[src/rtl/lfsr_range_rng.sv]
// Galois LFSR random source with on-request bounded sampling in [0, limit].
// The LFSR free-runs while enabled and idle, can be reseeded at any time,
// and serves rejection-sampled values with a bounded fallback so latency
// never exceeds MAX_TRIES+1 cycles after an accepted request.
module lfsr_range_rng #(
  parameter int unsigned          WIDTH     = 10,
  parameter logic [WIDTH-1:0]     TAPS      = 10'h081,
  parameter logic [WIDTH-1:0]     SEED      = 10'd625,
  parameter int unsigned          MAX_TRIES = 8
) (
  input  logic             clk,
  input  logic             rst,
  input  logic             en,
  input  logic             load,
  input  logic [WIDTH-1:0] seed_in,
  input  logic             req,
  input  logic [WIDTH-1:0] limit,
  output logic [WIDTH-1:0] lfsr,
  output logic [WIDTH-1:0] value,
  output logic             valid,
  output logic             busy
);

  localparam int unsigned TRY_W = $clog2(MAX_TRIES + 1);
  localparam logic [TRY_W-1:0] LAST_TRY = TRY_W'(MAX_TRIES - 1);

  localparam logic [0:0] ST_IDLE   = 1'b0;
  localparam logic [0:0] ST_SAMPLE = 1'b1;

  logic [0:0]       state_reg;
  logic [WIDTH-1:0] lfsr_reg;
  logic [WIDTH-1:0] lim_reg;
  logic [WIDTH-1:0] mask_reg;
  logic [TRY_W-1:0] tries_reg;
  logic [WIDTH-1:0] result_reg;
  logic             done_reg;
  logic [WIDTH-1:0] value_reg;
  logic             valid_reg;
  logic             busy_reg;

  logic [WIDTH-1:0] step_next;
  logic [WIDTH-1:0] seed_fix;
  logic [WIDTH-1:0] mask_next;
  logic [WIDTH-1:0] cand;
  logic [WIDTH-1:0] fallback;
  logic             accept_req;

  // Mask = smallest 2^k-1 covering limit: smear every set bit of limit
  // down to bit 0 by OR-ing all right shifts of it.
  logic [WIDTH-1:0] smear [WIDTH];
  assign smear[0] = limit;
  generate
    for (genvar gi = 1; gi < WIDTH; gi++) begin : g_smear
      assign smear[gi] = smear[gi-1] | (limit >> gi);
    end
  endgenerate
  assign mask_next = smear[WIDTH-1];

  // Galois step, seed sanitising and sample candidate evaluation.
  always_comb begin
    step_next  = {lfsr_reg[WIDTH-2:0], 1'b0} ^ (lfsr_reg[WIDTH-1] ? TAPS : '0);
    seed_fix   = (seed_in == '0) ? SEED : seed_in;
    cand       = lfsr_reg & mask_reg;
    // cand <= mask <= 2*limit+1 so this stays within [0, limit] when cand > limit
    fallback   = cand - lim_reg - WIDTH'(1);
    accept_req = (state_reg == ST_IDLE) && req;
  end

  // LFSR state: load wins; otherwise one step per cycle in SAMPLE, or
  // per enabled cycle in IDLE except the cycle a request is accepted.
  always_ff @(posedge clk or posedge rst) begin
    if (rst) begin
      lfsr_reg <= SEED;
    end else if (load) begin
      lfsr_reg <= seed_fix;
    end else if (state_reg == ST_SAMPLE) begin
      lfsr_reg <= step_next;
    end else if (!req && en) begin
      lfsr_reg <= step_next;
    end
  end

  // Sampling FSM: latch the bound, then test one candidate per non-load cycle.
  always_ff @(posedge clk or posedge rst) begin
    if (rst) begin
      state_reg  <= ST_IDLE;
      lim_reg    <= '0;
      mask_reg   <= '0;
      tries_reg  <= '0;
      result_reg <= '0;
      done_reg   <= 1'b0;
      busy_reg   <= 1'b0;
    end else begin
      done_reg <= 1'b0;
      case (state_reg)
        ST_IDLE: begin
          if (accept_req) begin
            lim_reg   <= limit;
            mask_reg  <= mask_next;
            tries_reg <= '0;
            busy_reg  <= 1'b1;
            state_reg <= ST_SAMPLE;
          end
        end
        ST_SAMPLE: begin
          // A reload freezes evaluation; sampling resumes from the new state.
          if (!load) begin
            if (cand <= lim_reg) begin
              result_reg <= cand;
              done_reg   <= 1'b1;
              busy_reg   <= 1'b0;
              state_reg  <= ST_IDLE;
            end else if (tries_reg == LAST_TRY) begin
              result_reg <= fallback;
              done_reg   <= 1'b1;
              busy_reg   <= 1'b0;
              state_reg  <= ST_IDLE;
            end else begin
              tries_reg <= tries_reg + TRY_W'(1);
            end
          end
        end
        default: begin
          state_reg <= ST_IDLE;
          busy_reg  <= 1'b0;
        end
      endcase
    end
  end

  // Result register: publish the decided value with a one-cycle valid pulse.
  always_ff @(posedge clk or posedge rst) begin
    if (rst) begin
      value_reg <= '0;
      valid_reg <= 1'b0;
    end else begin
      valid_reg <= done_reg;
      if (done_reg) begin
        value_reg <= result_reg;
      end
    end
  end

  assign lfsr  = lfsr_reg;
  assign value = value_reg;
  assign valid = valid_reg;
  assign busy  = busy_reg;

endmodule
[config.mk]
export PLATFORM = sky130hd
export DESIGN_NAME = lfsr_range_rng
export DESIGN_NICKNAME = d
export VERILOG_FILES = /design/src/rtl/lfsr_range_rng.sv
export SDC_FILE = /design/constraint.sdc
export NUM_CORES = 1
export LEC_CHECK = 0
export CORE_MARGIN = 10
export CORE_UTILIZATION = 60
export DETAILED_ROUTE_END_ITERATION = 10
export DONT_BUFFER_PORTS = 1
export PLACE_DENSITY = 0.8
export SLEW_MARGIN = 20
export SYNTH_ARGS = -nofsm -noshare
export SYNTH_HDL_FRONTEND = slang
export SYNTH_SLANG_ARGS = --single-unit
export TNS_END_PERCENT = 100
[constraint.sdc]
create_clock -name clk -period 2.77 [get_ports clk]
set_clock_uncertainty 0.05 [all_clocks]
set_input_delay 0.1385 -clock clk [delete_from_list [all_inputs] [get_ports clk]]
set_output_delay 0.1385 -clock clk [all_outputs]
set_load 0.03 [all_outputs]
Word level (Yosys, flattened, before mapping). Cells that the tools add are included.

Bits in registers: 58. Logic and storage cells: 69. Input port bits: 25. Output and inout bits: 22.

Equal/unequal tests: 6. Add/subtract/negate cells: 3. Multiplexer cells: 26. Bitwise logic cells: 13. Reductions and logical operators: 10. $lt $le $gt $ge: 1.

Operators by type and width (number): two-way mux 10 bit (6); two-way mux 4 bit (4); two-way mux 1 bit (12); bitwise AND 10 bit (1); <= comparator 10 bit (1); zero test 10 bit (1); bitwise OR 10 x 1 -> 10 bit (1); bitwise OR 10 x 2 -> 10 bit (1); bitwise OR 10 x 3 -> 10 bit (1); bitwise OR 10 x 4 -> 10 bit (1); bitwise OR 10 x 5 -> 10 bit (1); bitwise OR 10 x 6 -> 10 bit (1); bitwise OR 10 x 7 -> 10 bit (1); bitwise OR 10 x 8 -> 10 bit (1); bitwise OR 10 x 9 -> 10 bit (1); subtractor 10 x 1 -> 10 bit (second input constant) (1); subtractor 10 bit (1); XOR 10 x 8 -> 10 bit (1); two-way mux 8 bit (1); inequality test 2 bit (second input constant) (4); case mux 4 bit (2 select lines) (1); AND reduction 3 bit (2); adder 4 x 1 -> 4 bit (second input constant) (1); == test 4 x 3 -> 1 bit (second input constant) (1); other kinds (9) (12).

Depth between registers and ports, before layout.
Depth in word-level cells: 9. Depth in mapped cells: 11.

Worst setup path before layout. Ideal clock, no wire load.

Path kind: reg2reg. Start: register lfsr_reg[7] (netlist: lfsr[7]). End: register result_reg[3]. Arrival time: 2375 ps. Setup slack: 219 ps. Data required time: 2594 ps. Library setup time: 126 ps. Cell stages (with the launch flop): 10. Period minus slack after synthesis: 2551 ps. Cell sequence: dfrtp_1 > and2_1 > ha_1 > nand3_2 > or4_4 > o21a_4 > nand2_4 > buf_8 > a21oi_2 > o32a_1.

Cells in the longest elaborated chain, start to end: 4.

RTL lines: from (decl) (RTL line 31) `logic [WIDTH-1:0] lfsr_reg;`; from (signal assigned) (RTL line 75) `lfsr_reg <= seed_fix;`; from (signal assigned) (RTL line 77) `lfsr_reg <= step_next;`; from (signal assigned) (RTL line 79) `lfsr_reg <= step_next;`; bitwise AND 10 bit * (RTL line 63) `cand = lfsr_reg & mask_reg;`; <= comparator 10 bit * (RTL line 108) `if (cand <= lim_reg) begin`; nonzero test 2 bit (no line); AND reduction 3 bit (no line); to (signal assigned) (RTL line 109) `result_reg <= cand;`; to (signal assigned) (RTL line 114) `result_reg <= fallback;`; to (decl) (RTL line 35) `logic [WIDTH-1:0] result_reg;`.

Every way passes the cells marked *; elsewhere a longest branch is shown, timed or not. A chain may end at the register's enable or synchronous reset.

Worst setup path in the final report.
Start: register mask_reg[5]. End: register result_reg[6].

Cells in the longest elaborated chain, start to end: 5.

RTL lines: from (decl) (RTL line 33) `logic [WIDTH-1:0] mask_reg;`; from (signal assigned) (RTL line 99) `mask_reg <= mask_next;`; bitwise AND 10 bit * (RTL line 63); subtractor 10 bit (RTL line 65) `fallback = cand - lim_reg - WIDTH'(1);`; subtractor 10 x 1 -> 10 bit (RTL line 65); two-way mux 10 bit (RTL line 113) `end else if (tries_reg == LAST_TRY) begin`; two-way mux 10 bit (RTL line 108).

Every way passes the cells marked *; elsewhere a longest branch is shown, timed or not. The select of a mux whose other input is x is not followed.

==> flow_summary.ini <==
[run_status]
outcome = finished, final reports clean

[clock_network]
clkLatencyLatePin_ns = 0.34
postCtsResizedCells = 0
clk_pin_slew_ns = 0.06
clockBufferDepth = 2
cts-root-buf = clkbuf_8
clock_sinks = 57
htreeDepth = 3
cts_inserted_buffers = 9
cts_tree = yes

[global_routing]
gr-usage-all-layers_pct = 18.29
grt_antenna_before_repair = 0
grt_pass1_wl_um = 12480
first_global_vias = 2541
grt_overflow = 0
grt_max_degree = 28

[timing]
hold_violations = 0
rsz0062_at_grt = no
period_share_pct = 91.72
period_minus_slack_ns = 2.541
slew_violations = 0
finalSetupViolations = 0
maxSlewHeadroom_pct = 55.32
worst_pin_slew_ns = 0.6633
max_freq_ghz = 0.3936
finalSetupTns_ns = 0

[setup_path]
slowest_delay_ns = 0.52
cp_top_family = simple AND/OR/NAND/NOR gates
crit_path_end_kind = flop
slowest_stage = or4_4
cp.required_ns = 2.95
crit_arrival_ns = 2.72
path_cells = and2_1 > ha_1 > nand4_1 > or4_4 > o21a_4 > nand3_1 > nor2_2 > a221oi_1
cp-start-kind = flop
path_max_fanout = 6
cp_num_buf_inv = 0
critical_path_class = flop to flop

[synth]
yosysTopAreaCell = dfrtp_1
syn_avg_cell_area_um2 = 9.908
synth_nets = 344
synth-seq-area-share_pct = 47.10
ys_types = 54
yosysTopAreaCellShare_pct = 42.78
synth_edf_count = 0
synth-seq-cells = 57
yosys-top-cells-area = dfrtp_1, mux2_2, nand2_1
synthArstFlopShare_pct = 100.0
syn-instance-count = 307
synth_area_um2 = 3042
ys.flop_type = dfrtp_1
ys_warn_count = 0

[pwr]
comb_power_share_pct = 48.9
internal_power_mw = 2.464
power_switching_mw = 1.919
netSwitchingFraction_pct = 43.78
power_leakage_nw = 1.612
powerDensity_nw_per_um2 = 1223
vdd_drop_max_mv = 0.7142
clockPowerShare_pct = 15.0
seqPwrFrac_pct = 36.1

[place]
io_buffers = 0
gp_congestion = 0.9092
hpwlAfterDp_um = 5108
placedCellCount = 379

[drt]
wl_per_cell_um = 17.23
drt_iter0_markers = 109
drc = 0
drtAntennaViolNets = 0
vias = 2417
dr.pass1.iters = 4
routed_wl_um = 7221
viasPerCell = 5.768

[cells_and_area]
nNetsFinal = 384
final_layout_size_suffix_gt1_share_pct = 17.90
fin_util_pct = 74.42
final_cell_mix = dfrtp_1, nand2_1, nor2_1
diodes = 0
fillers = 345
final_common_cell = dfrtp_1
instances_no_fill = 419
area_delta_synth_final_pct = 17.85

[die]
die_h_um = 91.20
start_util_pct = 63.14
die_w_um = 91.20
core_um2 = 4817
die_area_um2 = 8317
num_rows = 25
io_pins = 47

[min_path]
hp-class = primary input to flop

[flow_run]
drv_cap = 0
==> tightest hold or removal path, stage by stage <==
cell	delay, ns
nand2b_1	0.12
nand2_1	0.06
nand2_1	0.05
==> power groups by stage <==
stage          Sequential (mW)  Clock [mW]  Combinational (mW)
3_3_place_gp              1.59           0                2.02
4_1_cts                   1.59       0.663                2.11
3_5_place_dp              1.60           0                2.06
5_1_grt                   1.64       0.701                2.39
2_1_floorplan             1.59           0                1.68
6_report                  1.58       0.657                2.14
==> routing by layer <==
layer | GRT usage (%) | part of all wire, % | up-vias
met5 | 0 | 0 | -
met4 | 8.094 | 1.9 | 0
met3 | 6.255 | 8.9 | 11
met2 | 29.12 | 47 | 80
met1 | 21.94 | 42 | 1173
li1 | - | - | 1153
==> per-stage QoR <==
| stage | instance area [µm²] | power, mW | hold slack [ns] | setup WS (ns) |
|---|---|---|---|---|
| 3_5_place_dp | 3182 | 3.660 | 0.06200 | 0.1942 |
| 5_1_grt | 3585 | 4.732 | 0.05173 | 0.01742 |
| 3_3_place_gp | 3182 | 3.610 | 0.05362 | 0.2694 |
| 4_1_cts | 3577 | 4.359 | 0.01861 | 0.1723 |
| 2_1_floorplan | 3042 | 3.268 | 0.1939 | 0.2191 |
| 6_report | 3585 | 4.383 | 0.01989 | 0.2294 |
==> final timing paths <==
| path | start | to | cells past startpoint | slack, ns |
|---|---|---|---|---|
| setup / recovery | mask_reg[5] | result_reg[6] | 8 | 0.23 |
| hold / removal | limit[6] | mask_reg[6] | 3 | 0.02 |
| setup reg to reg | mask_reg[5] | result_reg[6] | 8 | 0.23 |
| hold reg to reg | mask_reg[6] | mask_reg[6] | 2 | 0.43 |
| max in group asynchronous | rst | lfsr[4] | 3 | 1.66 |
| min in group asynchronous | rst | value[2] | 2 | 0.27 |
==> cell usage after synthesis (2+ instances only) <==
| cell | n |
|---|---|
| o21a_1 | 2 |
| a211oi_1 | 5 |
| a21o_1 | 4 |
| nand3_1 | 9 |
| o21ai_0 | 25 |
| a221oi_1 | 2 |
| nand2_1 | 39 |
| a2bb2oi_1 | 3 |
| and2_1 | 8 |
| nor2_1 | 26 |
| nor3_1 | 5 |
| mux2i_1 | 4 |
| ha_1 | 11 |
| dfrtp_1 | 52 |
| nor4_1 | 2 |
| clkbuf_1 | 7 |
| a21oi_1 | 9 |
| or4_1 | 3 |
| nor2b_1 | 2 |
| xor2_1 | 5 |
| xnor2_1 | 3 |
| a21boi_0 | 2 |
| nand2b_1 | 3 |
| mux2_2 | 15 |
| o32a_1 | 2 |
| dfstp_2 | 5 |
| o22a_1 | 7 |
| inv_1 | 21 |
==> layout make-up <==
class                      instances  area [µm²]  share of cell area (%)
timing repair buffer              39       350.3                   9.773
clock inverter                     4       20.02                  0.5585
clock buffer                      12       145.1                   4.049
sequential                        57        1433                   39.96
multi-input combinational        219        1474                   41.12
inverter                          21       78.83                   2.199
tap                               67       83.83                   2.339
==> cell families after synthesis <==
| kind of cell | share of synthesized area [%] |
|---|---|
| fa+ha+maj | 5.183 |
| flops | 47.10 |
| compound gates | 17.48 |
| simple gates | 16.62 |
| buf+inv | 4.443 |
| xor+xnor | 2.304 |
| mux | 6.870 |
==> repair_timing <==
item | 4_1_cts | 5_1_grt
endpoints found under the setup margin | 0 | 2
endpoints found under the hold margin | 51 | 0
hold buffers | 23 | 0
setup buffers | 0 | 1
Power figures use the tool's default switching activity.
